File: src/rtl/elev_req_arbiter_pkg.sv
// Shared types and helpers for the elevator request arbiter: floor one-hots,
// travel direction, arbiter FSM states and the SCAN target picker.
package elev_pkg;

    localparam logic [3:1] FLOOR1 = 3'b001;
    localparam logic [3:1] FLOOR2 = 3'b010;
    localparam logic [3:1] FLOOR3 = 3'b100;

    typedef enum logic {
        DOWN = 1'b0,
        UP   = 1'b1
    } dir_e;

    typedef enum logic [1:0] {
        IDLE      = 2'd0,
        SERVE     = 2'd1,
        DOOR_WAIT = 2'd2
    } arb_state_e;

    typedef struct packed {
        logic [3:1] floor;
        dir_e       dir;
    } pick_t;

    function automatic logic [3:1] lowest_floor(logic [3:1] v);
        if (v[1])      return FLOOR1;
        else if (v[2]) return FLOOR2;
        else if (v[3]) return FLOOR3;
        else           return 3'b000;
    endfunction

    function automatic logic [3:1] highest_floor(logic [3:1] v);
        if (v[3])      return FLOOR3;
        else if (v[2]) return FLOOR2;
        else if (v[1]) return FLOOR1;
        else           return 3'b000;
    endfunction

    // One-hot floors order numerically, so plain compares give above/below.
    function automatic pick_t scan_pick(logic [3:1] pend, logic [3:1] cur, dir_e dir);
        pick_t      p;
        logic [3:1] above;
        logic [3:1] below;
        case (cur)
            FLOOR1:  begin above = pend & 3'b110; below = 3'b000;        end
            FLOOR2:  begin above = pend & 3'b100; below = pend & 3'b001; end
            default: begin above = 3'b000;        below = pend & 3'b011; end
        endcase
        p.dir = dir;
        if ((pend & cur) != 3'b000)
            p.floor = cur;
        else if (dir == UP)
            p.floor = (above != 3'b000) ? lowest_floor(above) : highest_floor(below);
        else
            p.floor = (below != 3'b000) ? highest_floor(below) : lowest_floor(above);
        if (p.floor != 3'b000 && p.floor > cur)
            p.dir = UP;
        else if (p.floor != 3'b000 && p.floor < cur)
            p.dir = DOWN;
        return p;
    endfunction

endpackage

File: src/rtl/elev_req_arbiter_if.sv
// Signal bundle between the call buttons / floor controller and the arbiter.
interface elev_req_arbiter_if;

    // Protocol: Req is one-hot or zero. A nonzero Req is held unchanged until the
    // controller reports Door=1 with FLRn=1 for the requested floor; Req then drops
    // to zero and stays zero until the controller has closed the door (Door=0).
    logic [3:1] Btn;
    logic       FLR1;
    logic       FLR2;
    logic       FLR3;
    logic       Door;
    logic [3:1] Req;
    logic [3:1] Pending;

    modport master (
        output Btn, FLR1, FLR2, FLR3, Door,
        input  Req, Pending
    );

    modport slave (
        input  Btn, FLR1, FLR2, FLR3, Door,
        output Req, Pending
    );

endinterface

File: src/rtl/elev_req_arbiter_btn_debounce.sv
// One call button: 2-flop synchroniser plus saturating debounce counter that
// emits a single-cycle press pulse per accepted press.
module btn_debounce #(
    parameter int unsigned DEB_CYCLES = 4
) (
    input  logic clk,
    input  logic Reset,
    input  logic btn_raw,
    output logic press_pulse
);

    localparam logic [7:0] DEB_MAX = 8'(DEB_CYCLES);

    logic [1:0] sync_q;
    logic [7:0] cnt_q;
    logic [7:0] cnt_d;
    logic       armed_q;
    logic       armed_d;
    logic       lvl;

    assign lvl = sync_q[1];

    // Reset loads the synchroniser as "pressed" and disarms, so a button held
    // through reset must be seen released before it can be accepted again.
    always_ff @(posedge clk) begin
        if (Reset) begin
            sync_q  <= 2'b11;
            cnt_q   <= 8'd0;
            armed_q <= 1'b0;
        end else begin
            sync_q  <= {sync_q[0], btn_raw};
            cnt_q   <= cnt_d;
            armed_q <= armed_d;
        end
    end

    assign press_pulse = lvl && armed_q && (cnt_q == DEB_MAX - 8'd1);

    always_comb begin
        cnt_d   = cnt_q;
        armed_d = armed_q;
        if (!lvl) begin
            cnt_d   = 8'd0;
            armed_d = 1'b1;
        end else begin
            if (cnt_q != DEB_MAX)
                cnt_d = cnt_q + 8'd1;
            if (press_pulse)
                armed_d = 1'b0;
        end
    end

endmodule

File: src/rtl/elev_req_arbiter.sv
// Elevator request arbiter: latches debounced calls, tracks the car floor and
// issues one-hot floor requests to the controller using a SCAN policy.
module elev_req_arbiter
    import elev_pkg::*;
#(
    parameter int unsigned DEB_CYCLES = 4
) (
    input  logic               clk,
    input  logic               Reset,
    elev_req_arbiter_if.slave  bus,
    output arb_state_e         dbg_state_o,
    output logic [3:1]         dbg_floor_o,
    output dir_e               dbg_dir_o
);

    logic [3:1] press;
    logic [3:1] flr;
    logic [3:1] retire;
    logic [3:1] pending_q, pending_d;
    logic [3:1] floor_q, floor_d;
    logic [3:1] req_q, req_d;
    dir_e       dir_q, dir_d;
    arb_state_e state_q, state_d;
    pick_t      pick;
    logic       served;

    for (genvar n = 1; n <= 3; n++) begin : g_deb
        btn_debounce #(.DEB_CYCLES(DEB_CYCLES)) u_deb (
            .clk         (clk),
            .Reset       (Reset),
            .btn_raw     (bus.Btn[n]),
            .press_pulse (press[n])
        );
    end

    assign flr       = {bus.FLR3, bus.FLR2, bus.FLR1};
    assign retire    = flr & {3{bus.Door}};
    // Retire is applied after the press so a same-cycle press at an open floor is dropped.
    assign pending_d = (pending_q | press) & ~retire;
    assign floor_d   = $onehot(flr) ? flr : floor_q;
    assign pick      = scan_pick(pending_q, floor_q, dir_q);
    assign served    = bus.Door && ((flr & req_q) != 3'b000);

    always_ff @(posedge clk) begin
        if (Reset) begin
            state_q   <= IDLE;
            req_q     <= 3'b000;
            pending_q <= 3'b000;
            floor_q   <= FLOOR1;
            dir_q     <= UP;
        end else begin
            state_q   <= state_d;
            req_q     <= req_d;
            pending_q <= pending_d;
            floor_q   <= floor_d;
            dir_q     <= dir_d;
        end
    end

    always_comb begin
        state_d = state_q;
        case (state_q)
            IDLE:      if (pending_q != 3'b000) state_d = SERVE;
            SERVE:     if (served)              state_d = DOOR_WAIT;
            DOOR_WAIT: if (!bus.Door)           state_d = IDLE;
            default:                            state_d = IDLE;
        endcase
    end

    always_comb begin
        req_d = req_q;
        dir_d = dir_q;
        case (state_q)
            IDLE: begin
                req_d = 3'b000;
                if (pending_q != 3'b000) begin
                    req_d = pick.floor;
                    dir_d = pick.dir;
                end
            end
            SERVE:   if (served) req_d = 3'b000;
            default: req_d = 3'b000;
        endcase
    end

    assign bus.Req     = req_q;
    assign bus.Pending = pending_q;
    assign dbg_state_o = state_q;
    assign dbg_floor_o = floor_q;
    assign dbg_dir_o   = dir_q;

endmodule

File: src/flat_wrapper.sv
// flat-port wrapper written by rule: the top's interface ports become plain ports
module elev_req_arbiter_flat import elev_pkg::*;
#(
    parameter int unsigned DEB_CYCLES = 4
)
  (clk, Reset, dbg_state_o, dbg_floor_o, dbg_dir_o, bus_Btn, bus_FLR1, bus_FLR2, bus_FLR3, bus_Door, bus_Req, bus_Pending);
  elev_req_arbiter_if bus_i ();
  input  logic clk;
  input  logic Reset;
  output arb_state_e dbg_state_o;
  output logic [3:1] dbg_floor_o;
  output dir_e dbg_dir_o;
  input wire logic [$bits(bus_i.Btn)-1:0] bus_Btn;
  input wire logic [$bits(bus_i.FLR1)-1:0] bus_FLR1;
  input wire logic [$bits(bus_i.FLR2)-1:0] bus_FLR2;
  input wire logic [$bits(bus_i.FLR3)-1:0] bus_FLR3;
  input wire logic [$bits(bus_i.Door)-1:0] bus_Door;
  output wire logic [$bits(bus_i.Req)-1:0] bus_Req;
  output wire logic [$bits(bus_i.Pending)-1:0] bus_Pending;
  assign bus_i.Btn = bus_Btn;
  assign bus_i.FLR1 = bus_FLR1;
  assign bus_i.FLR2 = bus_FLR2;
  assign bus_i.FLR3 = bus_FLR3;
  assign bus_i.Door = bus_Door;
  assign bus_Req = bus_i.Req;
  assign bus_Pending = bus_i.Pending;
  elev_req_arbiter #(.DEB_CYCLES(DEB_CYCLES)) u_core (.clk(clk), .Reset(Reset), .bus(bus_i), .dbg_state_o(dbg_state_o), .dbg_floor_o(dbg_floor_o), .dbg_dir_o(dbg_dir_o));
endmodule
File: config.mk
export PLATFORM = sky130hd
export DESIGN_NAME = elev_req_arbiter_flat
export DESIGN_NICKNAME = d
export VERILOG_FILES = /design/src/rtl/elev_req_arbiter_pkg.sv /design/src/rtl/elev_req_arbiter_if.sv /design/src/rtl/elev_req_arbiter_btn_debounce.sv /design/src/rtl/elev_req_arbiter.sv /design/src/flat_wrapper.sv
export SDC_FILE = /design/constraint.sdc
export NUM_CORES = 1
export LEC_CHECK = 0
export ABC_CLOCK_PERIOD_IN_PS = 2450
export BUFFER_PORTS_ARGS = -buffer_cell sky130_fd_sc_hd__buf_2
export CORE_UTILIZATION = 55
export CTS_CLUSTER_SIZE = 24
export DETAILED_ROUTE_END_ITERATION = 16
export PLACE_DENSITY = 0.85
export SLEW_MARGIN = 25
export SYNTH_ARGS = -nofsm -noshare
export SYNTH_HDL_FRONTEND = slang
export SYNTH_HIERARCHICAL = 1
export SYNTH_SLANG_ARGS = --single-unit
File: constraint.sdc
create_clock -name clk -period 2.45 [get_ports clk]
set_clock_uncertainty 0.05 [all_clocks]
set_input_delay 0.1225 -clock clk [delete_from_list [all_inputs] [get_ports clk]]
set_output_delay 0.1225 -clock clk [all_outputs]
set_load 0.01 [all_outputs]
Word-level counts from Yosys, hierarchy flattened --
Cells that the tools add are included. W data, S select, Z words.
Cells by class: equality and inequality tests 17, magnitude comparators 2, reduce and logical (&&, ||, !) cells 22, multiplexer cells 27, add/sub/neg operators 5, bitwise gates (word level) 9
Operators with widths (count):
- $mux W3 | 10
- $add A8 B1 Y8 const B | 3
- $eq A8 B2 Y1 const B | 3
- $ne A8 B3 Y1 const B | 3
- $reduce_bool A3 Y1 | 6
- $and A3 B3 Y3 | 4
- $pmux W3 S2 | 2
- $logic_and A1 B1 Y1 | 9
- $mux W1 | 9
- $mux W2 | 4
- $ne A2 B2 Y1 const B | 4
- $pmux W2 S3 | 1
- $reduce_and A3 Y1 | 2
- $reduce_or A2 Y1 | 3
- $eq A2 B1 Y1 const B | 2
- $ne A2 B1 Y1 const B | 2
- $pmux W2 S2 | 1
- $eq A3 B1 Y1 const B | 1
- $eq A3 B2 Y1 const B | 1
- $gt A3 B3 Y1 | 1
- $lt A3 B3 Y1 | 1
- $not A1 Y1 | 3
- $not A3 Y3 | 1
- $or A3 B3 Y3 | 1
- other kinds (5) | 5
Storage, ports and cells: output and inout bits 12, word-level logic and storage cells 96, flip-flop bits (word level) 45, bits of input ports 9

Logic depth before layout (Yosys ltp) --
word-level depth 12, depth in mapped cells 10, mapped depth without buffers 9

Modules after synthesis --
Netlist, hierarchy kept.
By module, submodules not included:
- btn_debounce | times used 3, cells an instance 58, sequential area each 220.2 µm², area an instance 535.5 µm²
- elev_req_arbiter | times used 1, cells an instance 84, sequential area each 240.2 µm², area an instance 710.7 µm²

Worst setup path before layout --
No wires, ideal clock.
path kind register to register, start point reg u_core.floor_q (netlist bit u_core/dbg_floor_o[1]), end point reg u_core.dir_q, in the netlist u_core/dbg_dir_o, arrival time 1969 ps, data required time 2278 ps, path buffers 1, period minus slack after synthesis 2141 ps, library setup time 122 ps, slack 309 ps, cell stages (with the launch flop) 10, cells stage by stage dfxtp_1 > buf_6 > a221o_1 > nand2_1 > o21ai_2 > ha_1 > nor2b_1 > a221oi_1 > a311oi_1 > a221o_1
On the way: word-level cells in the longest chain between the ends 12, elaborated cells on any way between the ends 26, those cells by class order compare: 2; eq/ne: 2; mux: 13; bitwise: 1; reduce/logical: 8
Ends and longest elaborated chain:
- start, declared | line elev_req_arbiter.sv:20 | logic [3:1] floor_q, floor_d;
- start signal, assigned | line elev_req_arbiter.sv:55 | floor_q <= floor_d;
- $eq A3 B2 Y1 or $eq A3 B1 Y1 (tied branches) | line elev_req_arbiter_pkg.sv:44 | case (cur)
- $pmux W2 S2 or $pmux W3 S2 (tied branches) | line elev_req_arbiter_pkg.sv:44
- $mux W1 or $mux W3 (tied branches) | line elev_req_arbiter_pkg.sv:35, elev_req_arbiter_pkg.sv:28
- $mux W2 or $mux W3 (tied branches) | line elev_req_arbiter_pkg.sv:34, elev_req_arbiter_pkg.sv:27
- $mux W3 (on tied branches) | line elev_req_arbiter_pkg.sv:33, elev_req_arbiter_pkg.sv:26
- $mux W3 (on tied branches) | line elev_req_arbiter_pkg.sv:55, elev_req_arbiter_pkg.sv:53
- $mux W3 | line elev_req_arbiter_pkg.sv:52 | else if (dir == UP)
- $mux W3 | line elev_req_arbiter_pkg.sv:50 | if ((pend & cur) != 3'b000)
- $lt A3 B3 Y1 (tied with other cells) | line elev_req_arbiter_pkg.sv:58 | else if (p.floor != 3'b000 && p.floor < cur)
- $logic_and A1 B1 Y1 (on tied branches) | line elev_req_arbiter_pkg.sv:58, elev_req_arbiter_pkg.sv:56
- $reduce_bool A2 Y1 (no source line)
- $reduce_and A3 Y1 (no source line)
- end signal, assigned | line elev_req_arbiter.sv:56 | dir_q <= dir_d;
- end, declared | line elev_req_arbiter.sv:22 | dir_e dir_q, dir_d;
Several ways; a longest one is shown, not always the timed one. A chain may end at the register's enable or synchronous reset.

Final worst setup path --
Ends and elaborated chain as after synthesis.

==> summary by stage <==
Yosys
The fraction of synthesis flops using an asynchronous set or reset pin is 0. The cell type contributing the most total cell area after synthesis is sky130_fd_sc_hd__dfxtp_1. The mapped cell area is 0.00232 mm².

The portion of netlist area occupied by mux cells is 0.00864. Sorting the synthesized cells by area gives the leading types as sky130_fd_sc_hd__dfxtp_1 (39%), sky130_fd_sc_hd__ha_1 (4.9%), sky130_fd_sc_hd__a21oi_1 (3.9%), sky130_fd_sc_hd__inv_1 (3.9%), sky130_fd_sc_hd__nor3b_2 (3.2%). Yosys mapped a number of flops with a built-in enable equal to 0. The combinational family with the most area after synthesis is simple AND/OR/NAND/NOR gates. Synthesis handed over a netlist of 258 instances. In this run the mean area of a mapped cell was 8.98 µm².

The share of synthesized area occupied by flip-flops and latches is 0.389. Of the total synthesized cell area, the portion taken by full adders, half adders and majority gates is 0.0572. The parity-gate share of the synthesized area counting xor and xnor cells is 0.0113. The total number of yosys warnings is 6. Of the post-synthesis cell area, the dominant cell type holds 0.389.

Of the total synthesized cell area, the portion taken by AND, OR, NAND and NOR gates is 0.244. Counting every net in the synthesized netlist gives 277. The post-synthesis compound-gate area fraction is 0.226. The most common flop cell mapped by yosys is sky130_fd_sc_hd__dfxtp_1. The post-synthesis register bit count is 45. The number of distinct library cell variants in the gate-level netlist after synthesis is 46.

Global route
The number of antenna violations at the first check in global routing came to 0. The pin count of the biggest net entering global routing is 25. The final global-route overflow total is 0. The first-pass GRT wire length is 7.27 mm. The number of global-route vias before repair is 1702.

The global routing usage summed across all routing layers is 0.212.

Finish
The post-layout utilization of the core is 0.633. The proportion of layout cells with a drive suffix above 1 is 0.187. The repair_antennas step left the layout with diodes totalling 0. Relative to the synthesized area, the layout overhead comes to 10.0%. Once layout is done, the placed cells without fillers occupy 0.00255 mm².

The number of nets in the layout is 301.

Floorplanning
Measured along the y axis, the die boundary spans 66.9 µm. The starting density of the core is 0.575. The area of the core is 0.00403 mm². The I/O pin count is 21. The standard-cell row count is 23.

In this run the horizontal extent of the chip is 66.9 µm. The area of the die is 0.00448 mm².

CTS
The clock sink count is 45. Clock tree synthesis selected as its root buffer the cell sky130_fd_sc_hd__clkbuf_8. TritonCTS built the clock tree. In this run, CTS created clock tree buffers numbering 5.

The H-tree generated during clock tree synthesis spans 2 levels. The number of setup buffers added after CTS is 0. The clock reaches the later pin of the worst-skew pair after 0.29 ns.

The number of hold buffers added after CTS was 3. The clock transition time at the flip-flop clock pins of the worst setup and hold paths is 0.08 ns. The number of gates resized after CTS was 0. In this run the deepest clock path goes through 2 buffers.

Route
The count of routing violations after the opening detailed-route iteration is 191. The detail-routed net length per standard cell is 12.9 µm. After detailed routing, the number of remaining DRC violations is 0. Summed over all layers, the routed wires come to 4.29 mm. For this run, the detailed router's first-pass iteration total came to 4. The via density per instance is 5.91. Summing over every cut layer, the via total after detailed routing is 1968.

In this run the remaining antenna-violating nets after routing total 0.

Critical path
The critical path endpoint category is a register. The sum of buffers and inverters on the critical path is 0. The critical path start-end classification is register to register. The critical path starts at u_core/dbg_floor_o[1]. The signal on the critical path passes through nor3b_1 -> a31oi_1 -> o21ai_2 -> ha_1 -> nor2b_1 -> a221oi_1 -> a311oi_1 -> a221o_1. In this run the critical register-to-register path is launched from u_core/dbg_floor_o[1]. The biggest fanout along the worst timing path is 10.

The slowest cell on the critical path is sky130_fd_sc_hd__dfxtp_1. STA puts the critical path data required time at 2.59 ns. STA classifies the critical path startpoint as a register.

The worst endpoint data arrival time is 2.44 ns. The total number of cells along the worst setup path is 8. The worst reg2reg path depth is 8. The family with the most delay on the worst path is compound AO/OA/AOI/OAI gates. For this run, the slowest stage of the critical path takes 0.51 ns.

Placed design
The half-perimeter wire length of the detailed placement result is 3.04 mm. The cell area reported after detailed placement is 0.00242 mm². The count of buffers inserted at the top-level ports is 20.

Routability-driven placement finished with a final weighted congestion of 0.868. The setup slack at placement is 0.174 ns.

STA
Setup repair after global routing left no endpoint under its margin. The hold violation count in the final report came to 0. The minimum hold slack is 0.0221 ns. The final worst-path cycle share is 0.939. The final count of pins violating max slew is 0. The number of failing setup endpoints in the final timing report is 0.

Derived from the worst setup path, the maximum achievable clock frequency is 435 MHz. In the post-route analysis, the smallest setup slack over all paths is 0.149 ns. After routing, the total negative slack on setup checks comes to 0 ns. For the finished layout, the period the worst path requires is 2.30 ns.

The transition time at the pin with the least slew margin is 0.563 ns. Measured against its own limit, the worst slew margin works out to 0.623.

Power
In this run the power density over the cells is 553 mW/mm². The standby leakage power is 0.994 nW. The worst-case vdd ir drop is 0.359 mV.

Hold path
The worst min-delay path class is primary input to register. The worst hold path was traced through 2 stages. The startpoint of the most critical hold path is bus_FLR1.

Run status
The flow ran to the end, and the final reports show no timing, DRC or antenna violations.

Job
The number of max-cap violations is 0.
cell usage in the layout (no fill, tap or decap), types with 2 or more instances in the layout:
cell,netlist,routed
sky130_fd_sc_hd__nand2b_1,6,6
sky130_fd_sc_hd__a221o_1,2,2
sky130_fd_sc_hd__clkinvlp_4,0,2
sky130_fd_sc_hd__ha_1,9,9
sky130_fd_sc_hd__nand4_1,9,9
sky130_fd_sc_hd__nor2_1,14,14
sky130_fd_sc_hd__a31o_2,3,3
sky130_fd_sc_hd__a211o_1,3,3
sky130_fd_sc_hd__dlygate4sd3_1,0,4
sky130_fd_sc_hd__a21oi_2,3,3
sky130_fd_sc_hd__nand2_1,13,13
sky130_fd_sc_hd__a21oi_1,18,18
sky130_fd_sc_hd__a211oi_1,4,4
sky130_fd_sc_hd__nor3b_2,6,6
sky130_fd_sc_hd__o31ai_1,2,2
sky130_fd_sc_hd__or3_1,11,11
sky130_fd_sc_hd__and4_1,3,3
sky130_fd_sc_hd__a31oi_1,5,5
sky130_fd_sc_hd__o21ba_1,3,3
sky130_fd_sc_hd__a221oi_1,2,2
sky130_fd_sc_hd__nor3_1,5,5
sky130_fd_sc_hd__a21boi_1,3,3
sky130_fd_sc_hd__nor4b_1,3,3
sky130_fd_sc_hd__o21ai_0,11,11
sky130_fd_sc_hd__or2_2,6,6
sky130_fd_sc_hd__dfxtp_1,45,45
sky130_fd_sc_hd__nand3_1,12,12
sky130_fd_sc_hd__mux2i_1,2,2
sky130_fd_sc_hd__a211oi_2,3,3
sky130_fd_sc_hd__xor2_1,3,3
sky130_fd_sc_hd__inv_1,24,24
sky130_fd_sc_hd__clkbuf_8,0,5
sky130_fd_sc_hd__a31o_1,3,3
sky130_fd_sc_hd__nor3_2,3,3
sky130_fd_sc_hd__buf_2,1,20
synth_stat cells (2+ instances only):
| cell type | number |
|---|---|
| sky130_fd_sc_hd__a31o_1 | 3 |
| sky130_fd_sc_hd__nand3_1 | 12 |
| sky130_fd_sc_hd__a21oi_2 | 3 |
| sky130_fd_sc_hd__a221oi_1 | 2 |
| sky130_fd_sc_hd__dfxtp_1 | 45 |
| sky130_fd_sc_hd__buf_6 | 2 |
| sky130_fd_sc_hd__a31oi_1 | 5 |
| sky130_fd_sc_hd__nor3_2 | 3 |
| sky130_fd_sc_hd__a21oi_1 | 18 |
| sky130_fd_sc_hd__a21boi_1 | 3 |
| sky130_fd_sc_hd__nand4_1 | 9 |
| sky130_fd_sc_hd__o21ai_0 | 11 |
| sky130_fd_sc_hd__or3_1 | 11 |
| sky130_fd_sc_hd__a211o_1 | 3 |
| sky130_fd_sc_hd__buf_4 | 4 |
| sky130_fd_sc_hd__a211oi_2 | 3 |
| sky130_fd_sc_hd__inv_1 | 24 |
| sky130_fd_sc_hd__o31ai_1 | 2 |
| sky130_fd_sc_hd__nor3b_2 | 6 |
| sky130_fd_sc_hd__a221o_1 | 2 |
| sky130_fd_sc_hd__nand2b_1 | 6 |
| sky130_fd_sc_hd__nor2_1 | 14 |
| sky130_fd_sc_hd__a31o_2 | 3 |
| sky130_fd_sc_hd__nand2_1 | 13 |
| sky130_fd_sc_hd__or2_2 | 6 |
| sky130_fd_sc_hd__o21ba_1 | 3 |
| sky130_fd_sc_hd__a211oi_1 | 4 |
| sky130_fd_sc_hd__xor2_1 | 3 |
| sky130_fd_sc_hd__nor4b_1 | 3 |
| sky130_fd_sc_hd__mux2i_1 | 2 |
| sky130_fd_sc_hd__nor3_1 | 5 |
| sky130_fd_sc_hd__and4_1 | 3 |
| sky130_fd_sc_hd__ha_1 | 9 |
state kept, by name, summed over array words and instances, names as in the netlist:
signal	cells
u_core/bus.Req	3
u_core/g_deb.u_deb/armed_q	3
u_core/dbg_dir_o	1
u_core/g_deb.u_deb/cnt_q	24
u_core/dbg_floor_o	3
u_core/bus.Pending	3
u_core/g_deb.u_deb/sync_q	6
u_core/dbg_state_o	2
where the power goes:
part           internal [mW]  switching [mW]  leakage [nW]
clock network          0.201           0.242        0.0374
logic                 0.0785          0.0943         0.590
registers              0.757          0.0372         0.367
total                   1.04           0.374         0.994
routing by layer:
metal / share of wire / wire (µm) / GRT usage
met1: 0.47 / 2020 / 0.267
met2: 0.47 / 2010 / 0.331
met3: 0.051 / 219 / 0.0719
met4: 0.0089 / 38 / 0.0771
met5: 0 / 0 / 0
cell families (layout without fill, tap and decap cells):
family          Yosys count  count (layout)
simple gates             94              94
compound gates           73              73
flops                    45              45
buf+inv                  31              56
fa+ha+maj                10              10
xor+xnor                  3               3
mux                       2               2
worst paths after layout:
path,to,slack (ns)
setup reg to reg,u_core/dbg_dir_o,0.15
hold reg to reg,u_core/g_deb[3].u_deb/sync_q[1],0.36
setup / recovery,u_core/dbg_dir_o,0.15
hold / removal,u_core/bus.Pending[1],0.02
per-stage QoR:
step	cells	power [mW]
finish	333	1.41
floorplan	258	0.940
detailed placement	321	0.978
CTS	332	1.43
global route	333	1.50
global placement	321	0.971
final cells by class:
type                            instances  area, µm²
Fill cell                             353       1480
Multi-Input combinational cell        182       1270
Sequential cell                        45        901
Timing Repair Buffer                   24        140
Inverter                               24       90.1
Clock buffer                            6       72.6
Tap cell                               50       62.6
Clock inverter                          2       15.0
Power figures use the tool's default switching activity.
